[src/rtl/fft_bin_capture_if.sv]
// FFT output stream bundle: one beat carries the voltage (ch0) and current
// (ch1) channel values for the same bin index.
//   src_valid : beat valid
//   src_sop   : first beat of frame (qualified by src_valid)
//   src_eop   : last beat of frame (qualified by src_valid)
//   ch0_re/im : signed voltage-channel bin value
//   ch1_re/im : signed current-channel bin value
// master = FFT output side, slave = bin capture side.
interface fft_bin_capture_if #(
    parameter int DW = 16
);
    logic                 src_valid;
    logic                 src_sop;
    logic                 src_eop;
    logic signed [DW-1:0] ch0_re;
    logic signed [DW-1:0] ch0_im;
    logic signed [DW-1:0] ch1_re;
    logic signed [DW-1:0] ch1_im;

    modport master (
        output src_valid, src_sop, src_eop, ch0_re, ch0_im, ch1_re, ch1_im
    );

    modport slave (
        input  src_valid, src_sop, src_eop, ch0_re, ch0_im, ch1_re, ch1_im
    );
endinterface

[src/rtl/fft_bin_capture.sv]
// Captures the complex voltage/current values at one FFT bin, computes the
// power re^2+im^2 of each channel and pulses en_start so the controller can
// re-arm the FFT.
//   clk, rstn     : clock, asynchronous active-low reset
//   clr           : synchronous clear (controller fft_reset); aborts any frame
//   bin_addr      : bin to capture, latched at start of frame
//   src           : FFT output stream (slave side)
//   cap0_*/cap1_* : captured bin values, updated with res_valid
//   ch0/ch1_pwr   : unsigned power at the captured bin
//   res_valid     : one-cycle pulse, results updated
//   en_start      : one-cycle pulse to controller, same cycle as res_valid
//   frame_err     : one-cycle pulse on a malformed frame
module fft_bin_capture #(
    parameter int DW     = 16,
    parameter int AW     = 11,
    parameter int NPOINT = 2048
) (
    input  logic                 clk,
    input  logic                 rstn,
    input  logic                 clr,
    input  logic [AW-1:0]        bin_addr,
    fft_bin_capture_if.slave     src,
    output logic signed [DW-1:0] cap0_re,
    output logic signed [DW-1:0] cap0_im,
    output logic signed [DW-1:0] cap1_re,
    output logic signed [DW-1:0] cap1_im,
    output logic [2*DW:0]        ch0_pwr,
    output logic [2*DW:0]        ch1_pwr,
    output logic                 res_valid,
    output logic                 en_start,
    output logic                 frame_err
);
    typedef enum logic [1:0] {WAIT_SOP, COLLECT, SQ, SUM} state_t;

    // Counter is one bit wider than the bin index so NPOINT == 2**AW still fits.
    localparam logic [AW:0] LAST_IDX = (AW+1)'(NPOINT - 1);
    localparam logic [AW:0] ONE      = (AW+1)'(1);

    state_t                 state_q, state_d;
    logic [AW:0]            cnt_q, cnt_d;
    logic [AW-1:0]          bin_q, bin_d;
    logic                   captured_q, captured_d;
    logic signed [DW-1:0]   c0_re_q, c0_re_d, c0_im_q, c0_im_d;
    logic signed [DW-1:0]   c1_re_q, c1_re_d, c1_im_q, c1_im_d;
    logic signed [2*DW-1:0] p0_re_q, p0_re_d, p0_im_q, p0_im_d;
    logic signed [2*DW-1:0] p1_re_q, p1_re_d, p1_im_q, p1_im_d;
    logic signed [DW-1:0]   cap0_re_q, cap0_re_d, cap0_im_q, cap0_im_d;
    logic signed [DW-1:0]   cap1_re_q, cap1_re_d, cap1_im_q, cap1_im_d;
    logic [2*DW:0]          ch0_pwr_q, ch0_pwr_d, ch1_pwr_q, ch1_pwr_d;
    logic                   res_valid_q, res_valid_d;
    logic                   en_start_q, en_start_d;
    logic                   frame_err_q, frame_err_d;

    logic do_start;
    logic cap_en;
    logic hit;
    logic last;

    always_comb begin
        state_d     = state_q;
        cnt_d       = cnt_q;
        bin_d       = bin_q;
        captured_d  = captured_q;
        c0_re_d     = c0_re_q;
        c0_im_d     = c0_im_q;
        c1_re_d     = c1_re_q;
        c1_im_d     = c1_im_q;
        p0_re_d     = p0_re_q;
        p0_im_d     = p0_im_q;
        p1_re_d     = p1_re_q;
        p1_im_d     = p1_im_q;
        cap0_re_d   = cap0_re_q;
        cap0_im_d   = cap0_im_q;
        cap1_re_d   = cap1_re_q;
        cap1_im_d   = cap1_im_q;
        ch0_pwr_d   = ch0_pwr_q;
        ch1_pwr_d   = ch1_pwr_q;
        res_valid_d = 1'b0;
        en_start_d  = 1'b0;
        frame_err_d = 1'b0;
        do_start    = 1'b0;
        cap_en      = 1'b0;
        hit         = (cnt_q == {1'b0, bin_q});
        last        = (cnt_q == LAST_IDX);

        case (state_q)
            WAIT_SOP: begin
                if (src.src_valid && src.src_sop) begin
                    do_start = 1'b1;
                end
            end
            COLLECT: begin
                if (src.src_valid) begin
                    if (src.src_sop) begin
                        // Repeated sop: drop the partial frame and restart.
                        frame_err_d = 1'b1;
                        do_start    = 1'b1;
                    end else begin
                        if (hit) begin
                            cap_en     = 1'b1;
                            captured_d = 1'b1;
                        end
                        if (src.src_eop) begin
                            // hit covers a capture on the last beat itself.
                            if (last && (captured_q || hit)) begin
                                state_d = SQ;
                            end else begin
                                frame_err_d = 1'b1;
                                state_d     = WAIT_SOP;
                            end
                        end else if (last) begin
                            frame_err_d = 1'b1;
                            state_d     = WAIT_SOP;
                        end else begin
                            cnt_d = cnt_q + ONE;
                        end
                    end
                end
            end
            SQ: begin
                p0_re_d = (2*DW)'(c0_re_q) * (2*DW)'(c0_re_q);
                p0_im_d = (2*DW)'(c0_im_q) * (2*DW)'(c0_im_q);
                p1_re_d = (2*DW)'(c1_re_q) * (2*DW)'(c1_re_q);
                p1_im_d = (2*DW)'(c1_im_q) * (2*DW)'(c1_im_q);
                state_d = SUM;
            end
            SUM: begin
                // Squares are non-negative, so zero extension is exact.
                ch0_pwr_d   = {1'b0, p0_re_q} + {1'b0, p0_im_q};
                ch1_pwr_d   = {1'b0, p1_re_q} + {1'b0, p1_im_q};
                cap0_re_d   = c0_re_q;
                cap0_im_d   = c0_im_q;
                cap1_re_d   = c1_re_q;
                cap1_im_d   = c1_im_q;
                res_valid_d = 1'b1;
                en_start_d  = 1'b1;
                state_d     = WAIT_SOP;
            end
            default: state_d = WAIT_SOP;
        endcase

        if (do_start) begin
            bin_d      = bin_addr;
            cnt_d      = ONE;
            cap_en     = (bin_addr == '0);
            captured_d = (bin_addr == '0);
            state_d    = COLLECT;
            if (src.src_eop) begin
                // A one-beat frame is only legal when the frame length is one.
                if (LAST_IDX == '0 && bin_addr == '0) begin
                    state_d = SQ;
                end else begin
                    frame_err_d = 1'b1;
                    state_d     = WAIT_SOP;
                end
            end
        end

        if (cap_en) begin
            c0_re_d = src.ch0_re;
            c0_im_d = src.ch0_im;
            c1_re_d = src.ch1_re;
            c1_im_d = src.ch1_im;
        end

        // Clear wins over everything, including a simultaneous sop.
        if (clr) begin
            state_d     = WAIT_SOP;
            cnt_d       = '0;
            captured_d  = 1'b0;
            res_valid_d = 1'b0;
            en_start_d  = 1'b0;
            frame_err_d = 1'b0;
        end
    end

    always_ff @(posedge clk or negedge rstn) begin
        if (!rstn) begin
            state_q     <= WAIT_SOP;
            cnt_q       <= '0;
            bin_q       <= '0;
            captured_q  <= 1'b0;
            c0_re_q     <= '0;
            c0_im_q     <= '0;
            c1_re_q     <= '0;
            c1_im_q     <= '0;
            p0_re_q     <= '0;
            p0_im_q     <= '0;
            p1_re_q     <= '0;
            p1_im_q     <= '0;
            cap0_re_q   <= '0;
            cap0_im_q   <= '0;
            cap1_re_q   <= '0;
            cap1_im_q   <= '0;
            ch0_pwr_q   <= '0;
            ch1_pwr_q   <= '0;
            res_valid_q <= 1'b0;
            en_start_q  <= 1'b0;
            frame_err_q <= 1'b0;
        end else begin
            state_q     <= state_d;
            cnt_q       <= cnt_d;
            bin_q       <= bin_d;
            captured_q  <= captured_d;
            c0_re_q     <= c0_re_d;
            c0_im_q     <= c0_im_d;
            c1_re_q     <= c1_re_d;
            c1_im_q     <= c1_im_d;
            p0_re_q     <= p0_re_d;
            p0_im_q     <= p0_im_d;
            p1_re_q     <= p1_re_d;
            p1_im_q     <= p1_im_d;
            cap0_re_q   <= cap0_re_d;
            cap0_im_q   <= cap0_im_d;
            cap1_re_q   <= cap1_re_d;
            cap1_im_q   <= cap1_im_d;
            ch0_pwr_q   <= ch0_pwr_d;
            ch1_pwr_q   <= ch1_pwr_d;
            res_valid_q <= res_valid_d;
            en_start_q  <= en_start_d;
            frame_err_q <= frame_err_d;
        end
    end

    assign cap0_re   = cap0_re_q;
    assign cap0_im   = cap0_im_q;
    assign cap1_re   = cap1_re_q;
    assign cap1_im   = cap1_im_q;
    assign ch0_pwr   = ch0_pwr_q;
    assign ch1_pwr   = ch1_pwr_q;
    assign res_valid = res_valid_q;
    assign en_start  = en_start_q;
    assign frame_err = frame_err_q;
endmodule

[src/flat_wrapper.sv]
// flat-port wrapper written by rule: the top's interface ports become plain ports
module fft_bin_capture_flat 
#(
    parameter int DW     = 16,
    parameter int AW     = 11,
    parameter int NPOINT = 2048
)
  (clk, rstn, clr, bin_addr, cap0_re, cap0_im, cap1_re, cap1_im, ch0_pwr, ch1_pwr, res_valid, en_start, frame_err, src_src_valid, src_src_sop, src_src_eop, src_ch0_re, src_ch0_im, src_ch1_re, src_ch1_im);
  fft_bin_capture_if #(.DW(DW)) src_i ();
  input  logic clk;
  input  logic rstn;
  input  logic clr;
  input  logic [AW-1:0] bin_addr;
  output logic signed [DW-1:0] cap0_re;
  output logic signed [DW-1:0] cap0_im;
  output logic signed [DW-1:0] cap1_re;
  output logic signed [DW-1:0] cap1_im;
  output logic [2*DW:0] ch0_pwr;
  output logic [2*DW:0] ch1_pwr;
  output logic res_valid;
  output logic en_start;
  output logic frame_err;
  input wire logic [$bits(src_i.src_valid)-1:0] src_src_valid;
  input wire logic [$bits(src_i.src_sop)-1:0] src_src_sop;
  input wire logic [$bits(src_i.src_eop)-1:0] src_src_eop;
  input wire logic [$bits(src_i.ch0_re)-1:0] src_ch0_re;
  input wire logic [$bits(src_i.ch0_im)-1:0] src_ch0_im;
  input wire logic [$bits(src_i.ch1_re)-1:0] src_ch1_re;
  input wire logic [$bits(src_i.ch1_im)-1:0] src_ch1_im;
  assign src_i.src_valid = src_src_valid;
  assign src_i.src_sop = src_src_sop;
  assign src_i.src_eop = src_src_eop;
  assign src_i.ch0_re = src_ch0_re;
  assign src_i.ch0_im = src_ch0_im;
  assign src_i.ch1_re = src_ch1_re;
  assign src_i.ch1_im = src_ch1_im;
  fft_bin_capture #(.DW(DW), .AW(AW), .NPOINT(NPOINT)) u_core (.clk(clk), .rstn(rstn), .clr(clr), .bin_addr(bin_addr), .src(src_i), .cap0_re(cap0_re), .cap0_im(cap0_im), .cap1_re(cap1_re), .cap1_im(cap1_im), .ch0_pwr(ch0_pwr), .ch1_pwr(ch1_pwr), .res_valid(res_valid), .en_start(en_start), .frame_err(frame_err));
endmodule
[config.mk]
export PLATFORM = sky130hd
export DESIGN_NAME = fft_bin_capture_flat
export DESIGN_NICKNAME = d
export VERILOG_FILES = /design/src/rtl/fft_bin_capture_if.sv /design/src/rtl/fft_bin_capture.sv /design/src/flat_wrapper.sv
export SDC_FILE = /design/constraint.sdc
export NUM_CORES = 2
export LEC_CHECK = 0
export ABC_CLOCK_PERIOD_IN_PS = 11700
export BUFFER_PORTS_ARGS = -buffer_cell sky130_fd_sc_hd__buf_2
export CAP_MARGIN = 10
export CORE_MARGIN = 5
export CORE_UTILIZATION = 30
export DETAILED_ROUTE_END_ITERATION = 10
export PLACE_DENSITY = 0.41
export SYNTH_ARGS = -nofsm -noshare
export SYNTH_HDL_FRONTEND = slang
export SYNTH_SLANG_ARGS = --single-unit
[constraint.sdc]
create_clock -name clk -period 11.7 [get_ports clk]
set_clock_uncertainty 0.2 [all_clocks]
set_input_delay 3.51 -clock clk [delete_from_list [all_inputs] [get_ports clk]]
set_output_delay 3.51 -clock clk [all_outputs]
set_load 0.02 [all_outputs]
==> results.yml <==
status:
  outcome: "finished clean"
synthesis:
  synth-seq-area-share_pct: 17.06
  yosys_most_used_dff: "dfrtp_1"
  yosys.area.top_type: "fa_1"
  synth_top_area_share_pct: 36.81
  avgSynthCellArea_um2: 9.461
  syn_area_um2: 50740
  syn_inst: 5363
  ys_top_cells_by_count: "1269 x inv_1, 933 x fa_1, 698 x nand2_1"
  ys_seq_elements: 346
  async_flop_share_pct: 100.0
  synth_edf_count: 0
  synthesis.nets: 6799
  synthTopCellsByArea: "fa_1 37%, dfrtp_1 17%, ha_1 10%"
  synth_cell_types: 87
  yosysMostFrequentCell: "inv_1"
  ys.warnings.count: 0
detailed_routing:
  vias: 34850
  drtPass1Iterations: 5
  drc: 0
  drtIter0Drc: 1331
  vias_per_cell: 4.504
  wl_per_cell_um: 17.70
  wirelength_mm: 136.9
  drtAntennaViolNets: 0
cts:
  post_cts_resized: 0
  clk_transition_reported_paths_ns: 0.06
  holdBufCountCts: 0
  cts_setup_buffers: 0
  numCtsBuffers: 49
  clock_path_buffers: 3
  root_buffer: "clkbuf_16"
  clock_sinks: 346
  h-tree-depth: 2
  clkLatencyLatePin_ns: 0.66
  cts_tree: "done"
timing:
  worst_pin_slew_ns: 1.030
  hold_violations: 0
  fin_crit_ns: 7.504
  fmax_mhz: 133.3
  setup_viol: 0
  finalCritPeriodShare_pct: 64.13
  maxSlewViolCount: 0
  rsz0062_at_grt: "no"
  finalSetupTns_ns: 0
  relSlewSlack_pct: 31.34
pwr:
  switching_share_pct: 26.19
  p_seq_share_pct: 41.8
  comb_power_share_pct: 4.8
  clockPowerShare_pct: 53.4
  p_per_area_nw_per_um2: 52.64
  total_leakage_power_nw: 30.35
  p_sw_w: 0.0007694
  internal-power_w: 0.002168
  irDropWorstVdd_v: 0.0001026
floorplanning:
  dieHeight_um: 421.3
  die_area_um2: 177500
  initial_core_util_pct: 30.07
  row_count: 151
  die_w_um: 421.3
  core-area_um2: 168700
  io_pins: 214
setup_path:
  cpMaxStageDelayCell: "dfrtp_1"
  worstPathCellList: "inv_1 > nor2_1 > fa_1 > fa_1 > fa_1 > fa_1 > fa_1 > inv_1 > fa_1 > inv_1 > ha_1 > a211o_1 > a31oi_1 > o21ai_0 > a2111oi_2 > o21ai_1 > a31oi_1 > xor2_1 > o21ai_1"
  crit_start: "u_core.c1_im_q[15]$_DFFE_PN0P_"
  worstSetupStartpointType: "flip-flop"
  cp_max_fo: 19
  crit_arrival_ns: 7.79
  crit_path_end_kind: "flip-flop"
  critPathMaxStageDelay_ns: 0.84
  required_ns: 11.99
  crit_top_cell: "fa_1"
  reg2reg_from: "u_core.c1_im_q[15]$_DFFE_PN0P_"
  crit_type: "flip-flop to flip-flop"
placement:
  dp.final_hpwl_mm: 109.5
  place_congestion: 0.7974
  placed_cells: 7647
  io_buffer_count: 213
worst_hold_path:
  min_path_type: "flip-flop to flip-flop"
  timing.hold.worst.start: "u_core.cap1_im[1]$_DFFE_PN0P_"
global_routing:
  grt_pass1_vias: 39600
  grt_max_degree: 165
  grt-ovfl-total: 0
  track_usage_pct: 15.97
  antenna_found_initial: 3
  grt_pass1_wl_mm: 222.6
final_layout:
  nFillCells: 17830
  area_delta_synth_final_pct: 9.979
  stdcell_count: 7737
  multi_input_area_um2: 36600
  drive_gt1_share_pct: 8.371
  regArea_um2: 8658
  diodes: 0
  finalNetCount: 6916
run:
  cap_violations: 0
## state kept, by name, indices dropped and copies added (netlist names)
name,cells
u_core.bin_q,11
u_core.cap1_im,16
u_core.c1_im_q,16
u_core.p0_re_q,31
u_core.c0_im_q,16
u_core.cap1_re,16
u_core.state_q,2
u_core.c1_re_q,16
u_core.cap0_im,16
u_core.cap0_re,16
u_core.p1_re_q,31
u_core.c0_re_q,16
u_core.captured_q,1
u_core.res_valid,1
u_core.p0_im_q,31
u_core.cnt_q,12
u_core.frame_err,1
u_core.ch1_pwr,33
u_core.ch0_pwr,33
u_core.p1_im_q,31
## final cells by class
| type | count | area share [%] |
|---|---|---|
| inverters | 1276 | 8.583 |
| well taps | 2218 | 4.973 |
| clock inverters | 21 | 0.4552 |
| multi-input cells | 3562 | 65.59 |
| clock buffers | 69 | 2.460 |
| repair buffers | 245 | 2.426 |
| flip-flops and latches | 346 | 15.52 |
## metal layers
layer	track usage [%]	routed length (um)	vias to the layer above	part of all wire, %
li1	-	-	16570	-
met1	19.28	56500	17800	41
met2	30.48	73850	369	54
met3	1.849	3836	116	2.8
met4	3.198	2730	0	2.0
met5	0	0	-	0
## cells in the final DEF (no fill, tap or decap), drive strengths merged, types with 15 or more instances in the layout
cell type / n
ha: 422
o21ai: 253
and2: 151
o31ai: 16
clkinv: 17
xnor2: 156
clkbuf: 69
nand2b: 30
dfrtp: 346
inv: 1270
nand4: 15
nand3: 30
a21o: 71
a21oi: 125
o21a: 19
and3: 16
mux2: 79
nor3: 31
nor2: 208
a31o: 25
buf: 245
o21bai: 18
nand2: 699
xor2: 78
fa: 933
a31oi: 19
## kinds of logic after synthesis
kind of cell / count (synthesis) / share of synthesized area, %
buffers and inverters: 1455 / 10.86
XOR/XNOR: 234 / 4.039
AO/OA/AOI/OAI: 646 / 8.150
AND/OR/NAND/NOR: 1244 / 10.84
adder cells (fa/ha/maj): 1355 / 47.22
flip-flops: 346 / 17.06
multiplexers: 83 / 1.832
## worst max-delay path: cells and delay by family, from the launching register on
| kind | cells | cell delay [ns] |
|---|---|---|
| xor+xnor | 1 | 0.16 |
| compound gates | 7 | 1.74 |
| simple gates | 1 | 0.34 |
| flops | 1 | 0.84 |
| buf+inv | 3 | 0.63 |
| fa+ha+maj | 7 | 3.44 |
## power groups by stage
| stage | clock, W | combinational [W] | sequential, W |
|---|---|---|---|
| final | 0.00157 | 0.000141 | 0.00123 |
| after detailed placement | 0 | 0.000147 | 0.00125 |
| after global placement | 0 | 0.000147 | 0.00125 |
| after floorplan | 0 | 0.0000759 | 0.00124 |
| after CTS | 0.00167 | 0.000148 | 0.00123 |
| after global routing | 0.00170 | 0.000164 | 0.00123 |
## through the flow
step / cell area, um^2 / utilization (%) / setup slack, ns / power [W] / hold slack, ns
after floorplan: 50740 / - / 5.179 / 0.001313 / 0.2428
after global placement: 54180 / 32.11 / 4.327 / 0.001396 / 0.2557
after detailed placement: 54180 / 32.11 / 4.211 / 0.001397 / 0.2586
after CTS: 55800 / 33.08 / 4.190 / 0.003041 / 0.2764
after global routing: 55800 / 33.08 / 3.724 / 0.003093 / 0.2855
final: 55800 / 33.08 / 4.196 / 0.002938 / 0.2709
## worst paths after layout
kind                                                  end  slack [ns]  cells after the start
setup / recovery           u_core.p1_im_q[28]$_DFFE_PN0P_        4.20                     19
hold / removal              u_core.cap1_im[1]$_DFFE_PN0P_        0.27                      2
setup reg to reg           u_core.p1_im_q[28]$_DFFE_PN0P_        4.20                     19
hold reg to reg             u_core.cap1_im[1]$_DFFE_PN0P_        0.27                      2
max in group asynchronous  u_core.c0_im_q[13]$_DFFE_PN0P_        7.25                      2
min in group asynchronous   u_core.c1_im_q[7]$_DFFE_PN0P_        2.66                      1
Power figures use the tool's default switching activity.
